File: config.mk
export PLATFORM = sky130hd
export DESIGN_NAME = neuron_mac_writeback
export DESIGN_NICKNAME = d
export VERILOG_FILES = /design/src/rtl/neuron_mac_writeback.sv
export SDC_FILE = /design/constraint.sdc
export NUM_CORES = 1
export LEC_CHECK = 0
export ABC_AREA = 1
export CELL_PAD_IN_SITES_DETAIL_PLACEMENT = 1
export CELL_PAD_IN_SITES_GLOBAL_PLACEMENT = 1
export CORE_UTILIZATION = 41
export DETAILED_ROUTE_END_ITERATION = 8
export GPL_TIMING_DRIVEN = 0
export PLACE_DENSITY = 0.85
export SLEW_MARGIN = 20
export SYNTH_ARGS = -nofsm -noshare
export SYNTH_HDL_FRONTEND = slang
export SYNTH_SLANG_ARGS = --single-unit
export TNS_END_PERCENT = 100
File: constraint.sdc
create_clock -name clk -period 5.75 [get_ports clk]
set_clock_uncertainty 0.05 [all_clocks]
set_input_delay 0.575 -clock clk [delete_from_list [all_inputs] [get_ports clk]]
set_output_delay 0.575 -clock clk [all_outputs]
set_load 0.01 [all_outputs]
File: src/rtl/neuron_mac_writeback.sv
// Multiply-accumulate and writeback stage for one neural-network layer: aligns control with RAM read data,
// accumulates a saturating dot product, and writes each neuron result. Define RELU_EN to zero negative results.
module neuron_mac_writeback #(
    parameter int DATA_W    = 8,
    parameter int ADDR_W    = 8,
    parameter int ACC_W     = 20,
    parameter int MEM_LAT   = 1,
    parameter int FRAC_BITS = 4
) (
    input  logic              clk,
    input  logic              reset,
    input  logic              start,
    input  logic              step_in,
    input  logic              neuron_end_in,
    input  logic              layer_end_in,
    input  logic [ADDR_W-1:0] wr_addr_in,
    input  logic [DATA_W-1:0] weight_data,
    input  logic [DATA_W-1:0] neuro_data,
    output logic              neuro_wr_en,
    output logic [ADDR_W-1:0] neuro_wr_addr,
    output logic [DATA_W-1:0] neuro_wr_data,
    output logic              layer_done,
    output logic              busy,
    output logic              sat_flag
);

    typedef enum logic {IDLE = 1'b0, RUN = 1'b1} state_t;

    localparam logic signed [ACC_W-1:0] ACC_MAX = {1'b0, {(ACC_W-1){1'b1}}};
    localparam logic signed [ACC_W-1:0] ACC_MIN = {1'b1, {(ACC_W-1){1'b0}}};
    localparam logic [DATA_W-1:0]       OUT_MAX = {1'b0, {(DATA_W-1){1'b1}}};
    localparam logic [DATA_W-1:0]       OUT_MIN = {1'b1, {(DATA_W-1){1'b0}}};

    state_t state;

    logic [MEM_LAT-1:0] dl_step;
    logic [MEM_LAT-1:0] dl_nend;
    logic [MEM_LAT-1:0] dl_lend;
    logic [ADDR_W-1:0]  dl_addr [MEM_LAT];

    logic                     accept;
    logic                     m_valid;
    logic                     m_nend;
    logic                     m_lend;
    logic [ADDR_W-1:0]        m_addr;
    logic                     first;
    logic signed [ACC_W-1:0]  acc;
    logic signed [ACC_W-1:0]  acc_base;
    logic signed [ACC_W-1:0]  acc_next;
    logic signed [ACC_W-1:0]  shifted;
    logic signed [2*DATA_W-1:0] prod;
    logic signed [ACC_W:0]    sum_wide;
    logic                     acc_ovf;
    logic                     out_clamp;
    logic [DATA_W-1:0]        out_sat;
    logic [DATA_W-1:0]        out_data;

    // A step arriving together with start already belongs to the new layer.
    assign accept = step_in && (start || (state == RUN));

    always_ff @(posedge clk or negedge reset) begin
        if (!reset) begin
            dl_step <= '0;
            dl_nend <= '0;
            dl_lend <= '0;
            for (int i = 0; i < MEM_LAT; i++) begin
                dl_addr[i] <= '0;
            end
        end else begin
            dl_step[0] <= accept;
            dl_nend[0] <= accept && (neuron_end_in || layer_end_in);
            dl_lend[0] <= accept && layer_end_in;
            dl_addr[0] <= wr_addr_in;
            for (int i = 1; i < MEM_LAT; i++) begin
                dl_step[i] <= start ? 1'b0 : dl_step[i-1];
                dl_nend[i] <= start ? 1'b0 : dl_nend[i-1];
                dl_lend[i] <= start ? 1'b0 : dl_lend[i-1];
                dl_addr[i] <= dl_addr[i-1];
            end
        end
    end

    // A term sitting in the data stage while start is high is dropped.
    assign m_valid = dl_step[MEM_LAT-1] && (state == RUN) && !start;
    assign m_nend  = dl_nend[MEM_LAT-1];
    assign m_lend  = dl_lend[MEM_LAT-1];
    assign m_addr  = dl_addr[MEM_LAT-1];

    always_comb begin
        prod      = $signed(weight_data) * $signed(neuro_data);
        acc_base  = first ? '0 : acc;
        sum_wide  = {acc_base[ACC_W-1], acc_base}
                  + {{(ACC_W+1-2*DATA_W){prod[2*DATA_W-1]}}, prod};
        acc_ovf   = (sum_wide[ACC_W] != sum_wide[ACC_W-1]);
        acc_next  = acc_ovf ? (sum_wide[ACC_W] ? ACC_MIN : ACC_MAX) : sum_wide[ACC_W-1:0];
        shifted   = acc_next >>> FRAC_BITS;
        out_clamp = !((&shifted[ACC_W-1:DATA_W-1]) || !(|shifted[ACC_W-1:DATA_W-1]));
        out_sat   = out_clamp ? (shifted[ACC_W-1] ? OUT_MIN : OUT_MAX) : shifted[DATA_W-1:0];
        out_data  = out_sat;
`ifdef RELU_EN
        if (out_sat[DATA_W-1]) begin
            out_data = '0;
        end
`endif
    end

    // Control FSM, accumulator and registered writeback; the state leaves RUN at the end of the final write cycle.
    always_ff @(posedge clk or negedge reset) begin
        if (!reset) begin
            state         <= IDLE;
            first         <= 1'b0;
            acc           <= '0;
            sat_flag      <= 1'b0;
            neuro_wr_en   <= 1'b0;
            neuro_wr_addr <= '0;
            neuro_wr_data <= '0;
            layer_done    <= 1'b0;
        end else begin
            neuro_wr_en <= 1'b0;
            layer_done  <= 1'b0;
            if (start) begin
                state    <= RUN;
                first    <= 1'b1;
                acc      <= '0;
                sat_flag <= 1'b0;
            end else begin
                case (state)
                    IDLE: begin
                        state <= IDLE;
                    end
                    RUN: begin
                        if (layer_done) begin
                            state <= IDLE;
                        end
                        if (m_valid) begin
                            acc   <= acc_next;
                            first <= m_nend;
                            if (acc_ovf || (m_nend && out_clamp)) begin
                                sat_flag <= 1'b1;
                            end
                            if (m_nend) begin
                                neuro_wr_en   <= 1'b1;
                                neuro_wr_addr <= m_addr;
                                neuro_wr_data <= out_data;
                                layer_done    <= m_lend;
                            end
                        end
                    end
                    default: state <= IDLE;
                endcase
            end
        end
    end

    assign busy = (state == RUN);

endmodule
# [Word-level counts from Yosys, hierarchy flattened]
# Index checks and enable logic that the tools add are counted.
[word_totals] reg_bits=52 input_bits=30 wordCells=64 output_inout_bits=20
[op_classes] bitwise_logic=2 n_eq_ne=1 n_mux=26 multipliers=1 reduce_logical=21 n_addsub=1
[op_table] cell="20-bit two-way mux" count=6
[op_table] cell="20-bit by 16-bit adder with 21-bit output" count=1
[op_table] cell="1-bit two-way mux" count=17
[op_table] cell="8-bit by 8-bit multiplier with 16-bit output" count=1
[op_table] cell="8-bit two-way mux" count=2
[op_table] cell="9-bit AND reduction" count=1
[op_table] cell="9-bit OR reduction" count=1
[op_table] cell="1-bit logical AND" count=6
[op_table] cell="2-bit nonzero test" count=3
[op_table] cell="1-bit logical OR" count=4
[op_table] cell="4-bit AND reduction" count=1
[op_table] cell="1-bit zero test" count=3
[op_table] cell="3-bit AND reduction" count=1
[op_table] cell="1-bit inverter" count=2
[op_table] cell="1-bit one-hot mux with 2 select lines" count=1
[op_table] cell="2-bit AND reduction" count=1
[op_table] cell="1-bit != test" count=1

# [Longest topological paths before layout]
# Gate-level depths: netlist of run 1.
[logic_depth] word_depth=14 depth_mapped=36 depth_no_buf=33

# [Least setup slack after synthesis of run 1]
# No wires, ideal clock.
[synth_path] path_kind="input-to-reg" startpoint="in neuro_data[0]" endpoint="reg neuro_wr_data[0]" arrival_time_ns=6.407 setup_slack_ns=-0.833 cell_stages=31 n_path_buf=3 setup_time_ns=0.126 required_time_ns=5.574 cell_sequence="clkbuf_1 -> nand2_1 -> inv_1 -> fa_1 -> fa_1 -> fa_1 -> fa_1 -> ha_1 -> ha_1 -> nand2_1 -> inv_1 -> nand2_1 -> nand2_1 -> a21oi_1 -> nand2_1 -> nand2_1 -> a21oi_1 -> or2_2 -> xor2_1 -> inv_1 -> ha_1 -> buf_2 -> inv_1 -> buf_2 -> nand3_1 -> o21ai_0 -> nand2_1 -> inv_2 -> nand2_1 -> a21oi_4 -> a21oi_1"
[synth_between] elab_chain_len=8 elab_cells_between_ends=11 cone_classes="1 x add/sub; 1 x mul; 1 x eq/ne; 4 x mux; 4 x reduce/logical"
[synth_lines] element="start: declaration" line_no="18" source="input logic [DATA_W-1:0] neuro_data,"
[synth_lines] element="8-bit by 8-bit multiplier with 16-bit output (*)" line_no="90" source="prod = $signed(weight_data) * $signed(neuro_data);"
[synth_lines] element="20-bit by 16-bit adder with 21-bit output (*)" line_no="93" source="+ {{(ACC_W+1-2*DATA_W){prod[2*DATA_W-1]}}, prod};"
[synth_lines] element="20-bit two-way mux or 1-bit != test (tied branches)" line_no="95, 94"
[synth_lines] element="20-bit two-way mux (*)" line_no="95" source="acc_next = acc_ovf ? (sum_wide[ACC_W] ? ACC_MIN : ACC_MAX) : sum_wide[ACC_W-1:0];"
[synth_lines] element="9-bit OR reduction" line_no="97" source="out_clamp = !((&shifted[ACC_W-1:DATA_W-1]) || !(|shifted[ACC_W-1:DATA_W-1]));"
[synth_lines] element="1-bit zero test" line_no="97"
[synth_lines] element="1-bit logical OR" line_no="97"
[synth_lines] element="8-bit two-way mux (*)" line_no="98" source="out_sat = out_clamp ? (shifted[ACC_W-1] ? OUT_MIN : OUT_MAX) : shifted[DATA_W-1:0];"
[synth_lines] element="end signal: assignment" line_no="144" source="neuro_wr_data <= out_data;"
[synth_lines] element="end: declaration" line_no="21" source="output logic [DATA_W-1:0] neuro_wr_data,"
# Mark *: on every way between the ends. The rest lies on a longest branch, timed or not.
# A chain may end at the register's enable or synchronous reset.

# [Worst setup path in the final report of run 1]
[layout_path] startpoint="reg first" endpoint="reg neuro_wr_data[4]"
[layout_between] elab_chain_len=8 elab_cells_between_ends=11 cone_classes="1 x add/sub; 1 x eq/ne; 5 x mux; 4 x reduce/logical"
[layout_lines] element="start: declaration" line_no="46" source="logic first;"
[layout_lines] element="start signal: assignment" line_no="137" source="first <= m_nend;"
[layout_lines] element="20-bit two-way mux (*)" line_no="91" source="acc_base = first ? '0 : acc;"
[layout_lines] element="20-bit by 16-bit adder with 21-bit output (*)" line_no="93"
[layout_lines] element="20-bit two-way mux or 1-bit != test (tied branches)" line_no="95, 94"
[layout_lines] element="20-bit two-way mux (*)" line_no="95"
[layout_lines] element="9-bit OR reduction" line_no="97"
[layout_lines] element="1-bit zero test" line_no="97"
[layout_lines] element="1-bit logical OR" line_no="97"
[layout_lines] element="8-bit two-way mux (*)" line_no="98"
# Marks and branches as above.

==> results of run 1 <==
layout make-up:
| class | instances | share of cell area [%] |
|---|---|---|
| multi-input cells | 532 | 58.4 |
| repair buffers | 78 | 8.92 |
| well taps | 211 | 3.11 |
| clock buffers | 8 | 1.73 |
| inverters | 216 | 9.76 |
| plain buffers | 23 | 2.73 |
| flip-flops and latches | 52 | 15.4 |
synth_stat cells (2+ instances only):
cell type	count	area share, %
nand2_1	219	13
ha_1	50	9.8
o21ai_1	2	0.16
inv_1	210	12
clkbuf_1	19	1.1
or2_2	11	1.1
nor2_1	48	2.8
fa_1	92	29
nand3_2	4	0.62
nand2_2	8	0.78
clkinv_1	2	0.12
buf_2	5	0.39
a21oi_1	16	1.2
dfrtp_1	52	20
o21ai_0	21	1.6
a21oi_2	2	0.27
and2_1	2	0.20
o22ai_1	10	0.98
nand3_1	37	2.9
inv_2	4	0.23
nand4_1	4	0.39
what timing repair did:
item                                    4_1_cts  5_1_grt
buffers inserted                             26       16
hold buffers                                  0        0
pin swaps                                    47       60
cloned                                        0        2
endpoints found under the setup margin       28       28
gates resized for setup                     104       90
flip-flops by register name, summed over array words and instances, names as in the netlist:
name,cells
busy,1
dl_lend,1
neuro_wr_en,1
dl_nend,1
acc,20
neuro_wr_addr,8
layer_done,1
dl_step,1
neuro_wr_data,8
dl_addr,8
sat_flag,1
first,1
logic make-up after synthesis:
group,Yosys count,synth area share (%)
AND/OR/NAND/NOR,337,22.2
flip-flops,52,20.3
adder cells (fa/ha/maj),142,38.5
buffers and inverters,241,14.3
XOR/XNOR,1,0.137
AO/OA/AOI/OAI,52,4.55
worst max path at each step:
stage | from | endpoint | slack [ns] | cells past startpoint
final | first | neuro_wr_data[4] | -0.46 | 31
after global routing | first | neuro_wr_data[6] | -0.62 | 30
after CTS | neuro_data[7] | neuro_wr_data[3] | -0.35 | 33
after detailed placement | neuro_data[7] | neuro_wr_data[1] | -1.71 | 32
after global placement | neuro_data[7] | neuro_wr_data[6] | -1.60 | 32
after floorplan | weight_data[7] | neuro_wr_data[0] | -0.47 | 33
per-layer routing:
| metal | global-route usage (%) | routed length, um |
|---|---|---|
| met3 | 2.43 | 721 |
| met1 | 26.5 | 7840 |
| met5 | 0 | 0 |
| met2 | 49.6 | 12300 |
| met4 | 7.77 | 1090 |
stage by stage:
step	util (%)	hold WS, ns	TNS [ns]
2_1_floorplan	-	0.229	-5.96
3_3_place_gp	47.6	0.378	-35.14
3_5_place_dp	47.5	0.394	-37.81
4_1_cts	52.4	0.282	-2.65
5_1_grt	55.6	0.300	-9.55
6_report	55.6	0.252	-5.27
==> flow_summary.ini, run 1 <==
[status]
status = finished with violations
violations = negative setup slack

[cells_and_area]
layout_common_cells = 196 x inv_1, 178 x nand2_1, 85 x fa_1, 51 x dfrtp_1, 37 x buf_4
final_common_cell = inv_1
multi_input_area_um2 = 4950
antenna_cells = 0
final_cells = 1120
final.fill_count = 1748
finalNetCount = 1080
fin_area_um2 = 8480
seq_area_um2 = 1300
area_growth_pct = 32.3
drive_above_1_share_pct = 25.9

[route]
drtIter0Drc = 269
viasPerCell = 5.14
num_vias = 5760
drc = 0
wl_um = 22000
ant_nets = 0
wl_per_cell_um = 19.6
firstDrtPassIters = 4

[global_routing]
grt-ovfl-total = 0
grt_max_degree = 53
grt_pass1_wl_um = 30800
track_usage_pct = 24.6
antenna_found_initial = 0
grt_pass1_vias = 6358

[synthesis]
synthDistinctLibCells = 28
syn_area_per_cell_um2 = 7.77
synth_edf_count = 0
synthesis.nets = 997
seq_area_frac_synth_pct = 20.3
ys.flop_type = dfrtp_1
syn_inst = 825
syn_area_um2 = 6410
yosysWarnings = 0
synth-seq-cells = 52
synthArstFlopShare_pct = 100

[setup_path]
crit_type = flip-flop to flip-flop
regToRegEndpoint = neuro_wr_data[4]
crit_fanout = 10
cp_slowest_cell = fa_1
required_ns = 5.89
path_common_cell = buf_4
slowest_delay_ns = 0.59
worstReg2RegStart = first
worst_setup_path_end_kind = flip-flop
worstPathArrival_ns = 6.35
r2r_setup_slack_ns = -0.46
cp-start-kind = flip-flop
cp_top_family = adder cells
crit_buf_inv = 10
r2r_cells = 31

[sta]
rsz0062_at_grt = yes
slew_headroom_pct = 43.0
worstMarginPinSlew_ns = 0.852
fmax_mhz = 161
slew_viol_final = 0
fin_crit_sh_pct = 108
setup_viol = 23
min_period_ns = 6.21
hold_viol_final = 0
setup_slack_ns = -0.460

[placement]
place_congestion = 0.787
post_dp_cell_area_um2 = 7250
dp_cells = 1070
dp_hpwl_um = 14000
place_ws_ns = -1.71
io_buffers = 34

[clocking]
clk-insertion-delay-late_ns = 0.31
cts_buffers = 5
cts.sinks = 52
cts_tree = done
cts_htree_levels = 2
clkSlewWorstSetupHoldPaths_ns = 0.07
clockBufferDepth = 2
clock-root-buffer = clkbuf_16

[run]
drv_cap = 0

[die]
die_x_um = 127
dieHeight_um = 127
initial_core_util_pct = 42.0
core_area_um2 = 15300
dieArea_um2 = 16100
rows = 45
boundaryPins = 50

[worst_hold_path]
hold_path.class = primary input to asynchronous set/reset pin
Power of run 1 is left out: the tool's default activity adds up to more than one toggle a clock period on the data nets, which glitch-free logic cannot reach.
==> inputs of run 2 (changes only) <==
CORE_ASPECT_RATIO = 1.5   (was not set)
CORE_UTILIZATION = 45   (was 41)
PLACE_DENSITY = 0.88   (was 0.85)
clock period = 6.4 ns   (was 5.75 ns; I/O delays follow)
==> flow_summary.ini, run 2 (synthesized netlist as in run 1, its figures left out) <==
[status]
status = finished with violations
violations = design-rule violations, negative setup slack

[clocking]
clock-root-buffer = clkbuf_16
cts.sinks = 52
cts_tree = done
cts_htree_levels = 2
clkSlewWorstSetupHoldPaths_ns = 0.07
clk-insertion-delay-late_ns = 0.30
clockBufferDepth = 2
cts_buffers = 5

[setup_path]
crit_fanout = 8
crit_type = primary input to flip-flop
crit_end = neuro_wr_data[1]
cp_slowest_cell = fa_1
worstReg2RegStart = first
r2r_cells = 34
path_common_cell = buf_4
regToRegEndpoint = neuro_wr_data[1]
worstPathArrival_ns = 6.62
required_ns = 6.54
startpoint = weight_data[7]
worst_setup_path_end_kind = flip-flop
r2r_setup_slack_ns = -0.04
cp-start-kind = primary input
slowest_delay_ns = 0.62

[placement]
dp_cells = 1051
place_congestion = 0.867
dp_hpwl_um = 14200
place_ws_ns = -1.33
io_buffers = 34

[sta]
setup_viol = 7
hold_viol_final = 0
worstMarginPinSlew_ns = 0.680
slew_viol_final = 0
min_period_ns = 6.48
fin_crit_sh_pct = 101
fmax_mhz = 154
setup_slack_ns = -0.0773
slew_headroom_pct = 54.7

[cells_and_area]
drive_above_1_share_pct = 23.8
largest_register_ffs = 20
layout_common_cells = 197 x inv_1, 186 x nand2_1, 88 x fa_1, 51 x dfrtp_1, 44 x buf_4
final.fill_count = 1635
final_common_cell = inv_1
antenna_cells = 0
finalNetCount = 1087
final_util_pct = 59.8
final_cells = 1108
top_register = acc
area_growth_pct = 30.5

[die]
boundaryPins = 50
die_x_um = 99.5
core_area_um2 = 14000
rows = 53
initial_core_util_pct = 45.8
dieHeight_um = 148
dieArea_um2 = 14700

[route]
viasPerCell = 5.58
wl_um = 25200
drc = 2
drtIter0Drc = 323
num_vias = 6186
ant_nets = 0
wl_per_cell_um = 22.8
firstDrtPassIters = 7

[global_routing]
grt_max_degree = 53
antenna_found_initial = 0
track_usage_pct = 27.7
grt-ovfl-total = 0
grt_pass1_vias = 6613
grt_pass1_wl_um = 31600

[run]
drv_cap = 0

[worst_hold_path]
hold_path.class = primary input to asynchronous set/reset pin
## run 2: cell count changes in the layout (fill, tap and decap cells not counted), sizes merged
| cell | change |
|---|---|
| buf | +13 |
| bufinv | +1 |
| clkbuf | -9 |
| clkinv | +2 |
## run 2: final cells by class
cell class                 instances  area [um^2]  area share, %
multi-input combinational        532         4850           57.9
sequential                        52         1300           15.6
inverter                         216          828           9.90
timing repair buffer              85          803           9.60
tap                              192          240           2.87
buffer                            23          175           2.09
clock buffer                       5          125           1.49
clock inverter                     3         47.5          0.568
## run 2: what timing repair did
item	CTS	global route
pin swaps	22	69
hold buffers	0	0
gates cloned	0	2
resized for setup	65	115
setup endpoints to repair	28	24
buffers inserted	27	22
## run 2: worst max-delay path, delay by kind of cell
| kind | cells | cell delay [ns] |
|---|---|---|
| compound gates | 2 | 0.23 |
| buf+inv | 15 | 1.83 |
| simple gates | 13 | 1.12 |
| fa+ha+maj | 6 | 2.78 |
## run 2: metrics by stage
| stage | TNS [ns] | hold slack, ns | area, um^2 |
|---|---|---|---|
| floorplan | 0 | 0.294 | 6540 |
| global placement | -22.91 | 0.379 | 7120 |
| detailed placement | -26.89 | 0.393 | 7120 |
| CTS | 0 | 0.344 | 7740 |
| global route | -1.62 | 0.382 | 8370 |
| finish | -0.504 | 0.319 | 8370 |
## run 2: per-layer routing
| metal | global-route usage (%) | up-vias | routed length, um |
|---|---|---|---|
| met5 | 0 | - | 0 |
| met4 | 13.8 | 0 | 2060 |
| met3 | 2.96 | 164 | 1030 |
| met2 | 55.8 | 292 | 13700 |
| met1 | 27.1 | 3140 | 8400 |
| li1 | - | 2590 | - |
## run 2: worst min-delay path by stage
stage	startpoint	end	slack, ns	depth (start not counted)
finish	reset	acc[6]	0.32	1
floorplan	reset	acc[0]	0.29	0
detailed placement	dl_addr[6]	neuro_wr_addr[6]	0.39	2
global route	reset	acc[4]	0.38	1
CTS	reset	acc[2]	0.34	1
global placement	dl_addr[4]	neuro_wr_addr[4]	0.38	2
Power of run 2 is left out for the same reason.
